===== src/rtl/ram_port_arbiter.sv =====
// Two-requester single-port RAM arbiter: one pending read, one buffered write,
// read priority with a bounded starvation override for the waiting write.
module ram_port_arbiter #(
   parameter int unsigned RAM_WIDTH    = 32,
   parameter int unsigned ADDR_BITS    = 17,
   parameter int unsigned MAX_ADDR     = 129599,
   parameter int unsigned STARVE_LIMIT = 4
) (
   input  logic                 clk,
   input  logic                 rst,
   input  logic                 rd_req,
   input  logic [ADDR_BITS-1:0] rd_addr,
   output logic                 rd_valid,
   output logic [RAM_WIDTH-1:0] rd_data,
   input  logic                 wr_req,
   input  logic [ADDR_BITS-1:0] wr_addr,
   input  logic [RAM_WIDTH-1:0] wr_data,
   output logic                 wr_busy,
   output logic                 wr_ack,
   output logic [ADDR_BITS-1:0] ram_addr,
   output logic [RAM_WIDTH-1:0] ram_wdata,
   output logic                 ram_we,
   input  logic [RAM_WIDTH-1:0] ram_rdata,
   output logic                 err
);

   localparam int unsigned CNT_W = $clog2(STARVE_LIMIT + 1);
   localparam logic [ADDR_BITS-1:0] MAX_A = ADDR_BITS'(MAX_ADDR);
   localparam logic [CNT_W-1:0]     LIMIT = CNT_W'(STARVE_LIMIT);

   typedef enum logic [1:0] {IDLE, RD_ISSUE, RD_CAPTURE, WR_ISSUE} state_t;

   state_t                 state, state_nxt;
   logic                   rd_pend;
   logic [ADDR_BITS-1:0]   rd_addr_q;
   logic                   rd_oor;
   logic [ADDR_BITS-1:0]   wr_addr_q;
   logic [RAM_WIDTH-1:0]   wr_data_q;
   logic [CNT_W-1:0]       starve_cnt;

   logic grant_rd, grant_wr;
   logic rd_acc, rd_drop, wr_acc, wr_drop;
   logic rd_addr_oor, wr_addr_oor;

   assign rd_addr_oor = (rd_addr_q > MAX_A);
   assign wr_addr_oor = (wr_addr_q > MAX_A);

   // Next-state, grant and request-acceptance decode
   always_comb begin
      state_nxt = state;
      grant_rd  = 1'b0;
      grant_wr  = 1'b0;
      case (state)
         IDLE: begin
            if (rd_pend && !(wr_busy && (starve_cnt == LIMIT))) begin
               grant_rd  = 1'b1;
               state_nxt = RD_ISSUE;
            end else if (wr_busy) begin
               grant_wr  = 1'b1;
               state_nxt = WR_ISSUE;
            end
         end
         RD_ISSUE:   state_nxt = RD_CAPTURE;
         RD_CAPTURE: state_nxt = IDLE;
         WR_ISSUE:   state_nxt = IDLE;
         default:    state_nxt = IDLE;
      endcase
      // A request landing in its own grant cycle refills the slot
      rd_acc  = rd_req && (!rd_pend || grant_rd);
      rd_drop = rd_req && !rd_acc;
      wr_acc  = wr_req && (!wr_busy || grant_wr);
      wr_drop = wr_req && !wr_acc;
   end

   always_ff @(posedge clk) begin
      if (!rst) begin
         state      <= IDLE;
         rd_pend    <= 1'b0;
         rd_addr_q  <= '0;
         rd_oor     <= 1'b0;
         wr_busy    <= 1'b0;
         wr_addr_q  <= '0;
         wr_data_q  <= '0;
         starve_cnt <= '0;
         rd_valid   <= 1'b0;
         rd_data    <= '0;
         wr_ack     <= 1'b0;
         ram_addr   <= '0;
         ram_wdata  <= '0;
         ram_we     <= 1'b0;
         err        <= 1'b0;
      end else begin
         state <= state_nxt;

         if (rd_acc) begin
            rd_pend   <= 1'b1;
            rd_addr_q <= rd_addr;
         end else if (grant_rd) begin
            rd_pend <= 1'b0;
         end

         if (wr_acc) begin
            wr_busy   <= 1'b1;
            wr_addr_q <= wr_addr;
            wr_data_q <= wr_data;
         end else if (grant_wr) begin
            wr_busy <= 1'b0;
         end

         if (grant_rd) rd_oor <= rd_addr_oor;

         // Out-of-range accesses never touch the RAM port
         if (grant_rd && !rd_addr_oor) begin
            ram_addr <= rd_addr_q;
         end else if (grant_wr && !wr_addr_oor) begin
            ram_addr  <= wr_addr_q;
            ram_wdata <= wr_data_q;
         end
         ram_we <= grant_wr && !wr_addr_oor;
         wr_ack <= grant_wr;

         rd_valid <= (state == RD_CAPTURE);
         if (state == RD_CAPTURE) rd_data <= rd_oor ? '0 : ram_rdata;

         err <= rd_drop || wr_drop || (grant_wr && wr_addr_oor)
                || ((state == RD_CAPTURE) && rd_oor);

         if (!wr_busy || grant_wr) begin
            starve_cnt <= '0;
         end else if (grant_rd && (starve_cnt != LIMIT)) begin
            starve_cnt <= starve_cnt + CNT_W'(1);
         end
      end
   end

endmodule

===== config.mk =====
export PLATFORM = sky130hd
export DESIGN_NAME = ram_port_arbiter
export DESIGN_NICKNAME = d
export VERILOG_FILES = /design/src/rtl/ram_port_arbiter.sv
export SDC_FILE = /design/constraint.sdc
export NUM_CORES = 1
export LEC_CHECK = 0
export BUFFER_PORTS_ARGS = -buffer_cell sky130_fd_sc_hd__buf_2
export CORE_MARGIN = 4
export CORE_UTILIZATION = 40
export CTS_CLUSTER_DIAMETER = 40
export CTS_CLUSTER_SIZE = 8
export DETAILED_ROUTE_END_ITERATION = 8
export GPL_TIMING_DRIVEN = 0
export PLACE_DENSITY = 0.71
export SLEW_MARGIN = 20
export SYNTH_ARGS = -nofsm -noshare
export SYNTH_HDL_FRONTEND = slang
export SYNTH_SLANG_ARGS = --single-unit

===== constraint.sdc =====
create_clock -name clk -period 3.1 [get_ports clk]
set_input_delay 0.775 -clock clk [delete_from_list [all_inputs] [get_ports clk]]
set_output_delay 0.775 -clock clk [all_outputs]
set_load 0.02 [all_outputs]

==> metrics.md, run 1 <==
| Metric | Value |
|---|---|
| Status | finished clean |
| Die area | 17,100 um2 |
| Worst-case vdd ir drop | 0.000382 V |
| Antenna violations before repair | 1 |
| Final core occ | 53.2% |
| Clock tree buffer depth | 2 |
| Fin crit share | 64.8% |
| Worst setup SP type | flop |
| TritonCTS Sinks | 159 |
| FF-to-FF End | ram_wdata[6] |
| Max frequency | approximately 500 MHz |
| Hold EP | ram_wdata[0] |
| Post-Syn Nets | 747 |
| RSZ-0062 raised after global routing | false |
| First-pass GRT wire length | 25.8 mm |
| Slew @ Worst Pin | 0.845 ns |
| Root Driver | clkbuf_16 |
| TritonRoute pass-1 iters | 5 |
| FP Rows | 44 |
| Nets | 951 |
| Post-CTS setup buffer count | 0 |
| LEAKAGE | between 3 and 4 nW |
| Worst R2R Path Depth | 5 |
| Core ar. | 14,600 um2 |
| Post-route total power | 0.00489 W |
| Kind of critical path | reg -> reg |
| CP Cell Sequence | o211ai_1 > nor3_1 > clkbuf_1 > o21ai_0 > a21oi_1 |
| Largest net degree at the start of global routing | 17 |
| Vias | 5,585 |
| Hold Crit Class | reg -> reg |
| Multi-input gate area | about 2500 um2 |
| Final slew viol count | 0 |
| Share of layout cells above drive strength 1 | 28.5% |
| IO Port Bufs | 185 |
| Final ANT Viol Nets | 0 |
| Post-detail-place hpwl | roughly 12 mm |
| Seq cells post-synth | 159 |
| IO Count | 188 |
| Hold Buf Count CTS | 0 |
| Synth Instances | 643 |
| Crit. End Element | flop |
| Relative slew slack | 43.2% |
| Number of gates resized after cts | 0 |
| GR Overflow Total | 0 |
| RePlAce Congestion | 0.816 |
| Max Fanout on Critical Path | 10 |
| R2R Setup Slk | 1.09 ns |
| Worst path top cell family by delay | simple AND/OR/NAND/NOR gates |
| CTS clk-pin slew, worst paths | about 0.06 ns |
| Setup Total Neg Slack | 0 ns |
| Gr usage total | 19.3% |
| Worst r2r src | wr_addr_q[10] |
| WHS Path Cells | 2 |
| Final min period | 2.01 ns |
| Syn avg cell area | roughly 9.4 um2 |
| ANT cells | 0 |
| P per Cell Area | 627 nW/um2 |
| Reg area | 3180 um2 |
| CTS H-tree lvls | 4 |
| Synth-to-layout area growth | 29.4% |
| Final Setup Violations | 0 |
| Die X | 131 um |
| Drt first-iter violations | 360 |
| Fin Clk Skew | 0.0108 ns |
| Hold path start | wr_data_q[0] |
| Crit path required time | between 3 and 4 ns |
| Number of global-route vias before repair | 5,152 |
| Starting Density | 41.1% |
| Crit path DAT | 2.35 ns |
| Residual DRC count | 0 |
| Mapped Area | 6020 um2 |
| Fill cells | 1,367 |
| Clock latency on the worst-skew pair | 0.42 ns |
| Via/cell ratio | 5.35 |
| Crit path buf inv count | 1 |
| Drt wl/cell | 16.2 um |
| Synth unique cells | 44 |
| TritonCTS Buffers | 17 |
| Syn. warnings | 0 |
| Critical path's slowest cell | nor3_1 |
| Seq/Total Area, Yosys | 52.9% |
| CTS tree | built |
| Max-cap violation count | 0 |
| Final WL | 16.9 mm |
| Vert. Die Dim | 131 um |
| Hold Violations, Final | 0 |
| Worst path max stage delay | between 0.7 and 0.8 ns |
worst min-delay path, cell delays in order (launching register included):
cell,delay (ns)
dfxtp_1,0.30
nand3_1,0.06
a21oi_1,0.05
cell usage after synthesis (all sizes together):
cell type	number	area share (%)
dfxtp	159	53
nand3	83	6.9
o21ai	83	6.9
a21oi	74	6.2
clkbuf	50	3.1
a22o	32	4.7
nand2	21	1.3
nor2b	19	2.0
buf	18	1.8
mux2i	18	3.0
a32oi	17	2.5
o22ai	17	2.8
a21boi	12	1.6
nor2	8	0.50
inv	5	0.31
nor3b	3	0.46
a22oi	2	0.25
ha	2	0.42
nand4	2	0.21
nor4	2	0.21
o211ai	2	0.25
a21o	1	0.12
a311oi	1	0.15
and2	1	0.10
and3	1	0.10
and3b	1	0.15
nand3b	1	0.12
nor3	1	0.083
o21a	1	0.12
o311a	1	0.17
o31a	1	0.15
o31ai	1	0.21
or3	1	0.10
xnor2	1	0.15
xor2	1	0.15
layout by cell type (no fill, tap or decap), types with 4 or more instances in the layout:
master        n
nor2_1        8
nand2_1      21
a22o_1       32
a32oi_1      17
dfxtp_1     159
a21oi_1      74
nor2b_1      19
clkbuf_16    17
o22ai_1       7
buf_4         4
o22ai_2      10
mux2i_1      18
clkinvlp_4    4
nand3_1      83
o21ai_0      82
buf_2       194
clkbuf_1     50
inv_1         5
a21boi_0     10
layout make-up:
cell class	count	share of cell area, %
Buffer	68	3.82
Clock buffer	20	5.86
Clock inverter	12	2.05
Inverter	5	0.241
Multi-Input combinational cell	411	32.3
Sequential cell	159	40.8
Tap cell	184	2.95
Timing Repair Buffer	185	11.9
where the power goes:
part,internal [W],switching [W]
Combinational,0.000207,0.000318
Clock,0.00131,0.000835
Sequential,0.00215,0.0000661
Total,0.00367,0.00122
metal layers:
layer	vias to the layer above	global-route usage [%]	routed length [um]
met5	-	0	7
met4	2	5.08	196
met3	21	5.49	1100
met2	189	30.7	8110
met1	2609	25.8	7500
li1	2764	-	-
kinds of logic (layout without fill, tap and decap cells):
kind of cell / after synthesis / after routing / synth area share, %
flops: 159 / 159 / 52.9
buf+inv: 73 / 290 / 5.26
xor+xnor: 2 / 2 / 0.291
fa+ha+maj: 2 / 2 / 0.416
compound gates: 245 / 245 / 26.0
simple gates: 144 / 144 / 12.2
mux: 18 / 18 / 2.99
registers in the layout, indices dropped and copies added, names as in the netlist, 2 cells and up:
| signal | count |
|---|---|
| starve_cnt | 3 |
| rd_data | 32 |
| wr_data_q | 32 |
| wr_addr_q | 17 |
| rd_addr_q | 17 |
| state | 2 |
| ram_addr | 17 |
| ram_wdata | 32 |
through the flow:
| stage | instance area, um2 | setup slack, ns | instances | hold WS (ns) |
|---|---|---|---|---|
| finish | 7790 | 1.09 | 1044 | 0.460 |
| global route | 7790 | 0.829 | 1044 | 0.480 |
| CTS | 7790 | 0.949 | 1044 | 0.465 |
| detailed placement | 7180 | 0.625 | 1012 | 0.456 |
| global placement | 7180 | 0.586 | 1012 | 0.444 |
| floorplan | 6020 | 1.24 | 643 | 0.440 |
worst max path at each step:
stage	from	to	slack (ns)	depth (start not counted)
2_1_floorplan	rst	ram_addr[15]	1.24	5
3_3_place_gp	rst	ram_addr[15]	0.59	5
3_5_place_dp	rst	ram_addr[15]	0.63	5
4_1_cts	wr_addr_q[10]	ram_wdata[6]	0.95	5
5_1_grt	wr_addr_q[10]	ram_wdata[10]	0.83	5
6_report	wr_addr_q[10]	ram_wdata[6]	1.09	5
No activity file was read; power rests on OpenSTA's default activity.
==> run 2: changes to the inputs <==
clock period = 2.1 ns   (was 3.1 ns; I/O delays follow)
==> metrics.md, run 2 (synthesis gave the netlist of run 1 again) <==
| Metric | Value |
|---|---|
| Die area | 17,100 um2 (unchanged) |
| Clock tree buffer depth | 2 (unchanged) |
| Gr usage total | 19.3% (+0.026 points) |
| Slew @ Worst Pin | 0.725 ns (-0.120 ns) |
| Crit path required time | 2.38 ns (-1.06 ns) |
| Largest regs | ram_wdata (32), rd_data (32), wr_data_q (32) |
| Final slew viol count | 0 (unchanged) |
| Hold Buf Count CTS | 0 (unchanged) |
| Number of global-route vias before repair | 5,157 (+0.097%) |
| Fin Clk Skew | 0.00939 ns (-0.00136 ns) |
| Fin crit share | 92.1% (+27 points) |
| Crit. End Element | flop |
| Cell-internal power | 0.00542 W (+48%) |
| Drt wl/cell | 16.3 um (+0.44%) |
| Switching portion of total power | 25.0% (+0.087 points) |
| WHS | 0.317 ns (-0.143 ns) |
| Setup crit end | ram_addr[7] |
| Worst setup SP type | flop |
| Crit path DAT | 2.22 ns (-0.13 ns) |
| P_sw | 0.00181 W (+48%) |
| Die X | 131 um (unchanged) |
| Nets | 951 (unchanged) |
| Fill cells | 1,366 (-0.073%) |
| Hold Crit Class | in -> reg |
| Clock latency on the worst-skew pair | 0.42 ns (about the same) |
| Gate power share | 10.8% (about the same) |
| Root Driver | clkbuf_16 |
| Critical path's slowest cell | dfxtp_1 |
| Worst-case vdd ir drop | 0.000568 V (+49%) |
| Final Setup Violations | 0 (unchanged) |
| Clock power share | 44.0% (about the same) |
| LEAKAGE | 3.29 nW (+0.75%) |
| Max Fanout on Critical Path | 10 (unchanged) |
| CP Cell Sequence | inv_1 > ha_1 > a21boi_2 > and3b_1 > buf_2 > buf_2 > a32oi_1 > o22ai_2 |
| RSZ-0062 raised after global routing | false |
| Synth-to-layout area growth | 29.8% |
| Core ar. | 14,600 um2 (unchanged) |
| Starting Density | 41.1% (unchanged) |
| Worst r2r src | starve_cnt[0] |
| Share of power burned in registers | 45.2% (about the same) |
| Vias | 5,593 (+0.14%) |
| FP Rows | 44 (unchanged) |
| Worst path top cell family by delay | compound AO/OA/AOI/OAI gates |
| CTS tree | built |
| Vert. Die Dim | 131 um (unchanged) |
| Commonest non-fill, non-tap cells in the layout | 194 x buf_2, 159 x dfxtp_1, 83 x nand3_1, 82 x o21ai_0, 74 x a21oi_1 |
| Max-cap violation count | 0 (unchanged) |
| Relative slew slack | 51.7% (+8.4 points) |
| Crit path buf inv count | 3 (+2) |
| Final min period | 1.93 ns (-0.0743 ns) |
| Status | finished clean |
| Max frequency | 517 MHz (+3.8%) |
| R2R Setup Slk | 0.17 ns (-0.93 ns) |
| TritonRoute pass-1 iters | 5 (unchanged) |
| Drt first-iter violations | 372 (+3.3%) |
| CTS clk-pin slew, worst paths | 0.06 ns (about the same) |
| Worst path max stage delay | 0.33 ns (-0.39 ns) |
| First-pass GRT wire length | 25.9 mm (+0.16%) |
| Final WL | 17.0 mm (+0.44%) |
| Final ANT Viol Nets | 0 (unchanged) |
| CP startpoint | starve_cnt[0] |
| FF-to-FF End | ram_addr[7] |
| Post-CTS setup buffer count | 0 (unchanged) |
| TritonCTS Sinks | 159 (unchanged) |
| Final core occ | 53.4% (+0.15 points) |
| TritonCTS Buffers | 17 (unchanged) |
| IO Count | 188 (unchanged) |
| RePlAce Congestion | 0.816 (unchanged) |
| Worst R2R Path Depth | 8 (+3) |
| IO Port Bufs | 185 (unchanged) |
| Antenna violations before repair | 1 (unchanged) |
| Leading cell type in the layout, fill and taps excluded | buf_2 |
| Most Frequent Cell on Critical Path | buf_2 |
| Hold Violations, Final | 0 (unchanged) |
| Via/cell ratio | 5.36 (+0.14%) |
| Residual DRC count | 0 (unchanged) |
| Largest net degree at the start of global routing | 17 (unchanged) |
| CTS H-tree lvls | 4 (unchanged) |
| P per Cell Area | 925 nW/um2 (+47%) |
| Share of layout cells above drive strength 1 | 29.7% (+1.2 points) |
| Post-detail-place hpwl | 12.3 mm (unchanged) |
| Kind of critical path | reg -> reg |
| ANT cells | 0 (unchanged) |
| Cell count along the critical path | 8 (+3) |
| GR Overflow Total | 0 (unchanged) |
==> run 2: worst min-delay path by stage <==
stage                             start      endpoint  depth (start not counted)
final                     ram_rdata[18]   rd_data[18]                          2
after global routing      ram_rdata[14]   rd_data[14]                          2
after CTS                 ram_rdata[12]   rd_data[12]                          2
after detailed placement   ram_addr[15]  ram_addr[15]                          2
after global placement     ram_addr[15]  ram_addr[15]                          2
after floorplan            wr_data_q[0]  ram_wdata[0]                          2
==> run 2: power by group through the flow <==
| stage | Sequential (W) | Clock [W] | Combinational (W) |
|---|---|---|---|
| floorplan | 0.00339 | 0 | 0.000413 |
| finish | 0.00327 | 0.00318 | 0.000781 |
| detailed placement | 0.00333 | 0 | 0.000774 |
| CTS | 0.00327 | 0.00323 | 0.000778 |
| global placement | 0.00333 | 0 | 0.000770 |
| global route | 0.00328 | 0.00337 | 0.000860 |
==> run 2: per-layer routing <==
metal  part of all wire [%]  up-vias  wire length, um  track usage, %
li1                       -     2759                -               -
met1                     44     2617             7540            25.9
met2                     48      197             8110            30.7
met3                    6.7       18             1130            5.49
met4                    1.2        2              206            5.08
met5                  0.041        -                7               0
==> run 2: what timing repair did <==
action | CTS | global route
cloned | 0 | 0
gates resized for setup | 1 | 17
endpoints found under the setup margin | 10 | 25
pin swaps | 0 | 0
==> run 2: layout make-up <==
class | count | area [um2] | share of cell area, %
well taps | 184 | 230 | 2.95
repair buffers | 185 | 926 | 11.8
flip-flops and latches | 159 | 3180 | 40.7
clock buffers | 20 | 457 | 5.84
multi-input cells | 411 | 2530 | 32.4
plain buffers | 68 | 308 | 3.94
inverters | 5 | 18.8 | 0.240
clock inverters | 12 | 160 | 2.05
==> run 2: per-stage QoR <==
step	worst slack (ns)	cell area (um2)	total power, W	std cells	TNS, ns
floorplan	0.397	6020	0.00380	643	0
global route	0.00870	7820	0.00751	1044	0
global placement	-0.164	7180	0.00410	1012	-1.12
CTS	0.0955	7800	0.00727	1044	0
detailed placement	-0.125	7180	0.00411	1012	-1.15
finish	0.166	7820	0.00723	1044	0
==> run 2: worst register-to-register path, cell delays in order (launching register included) <==
cell	delay (ns)
dfxtp_1	0.33
inv_1	0.07
ha_1	0.24
a21boi_2	0.22
and3b_1	0.19
buf_2	0.18
buf_2	0.21
a32oi_1	0.27
o22ai_2	0.10
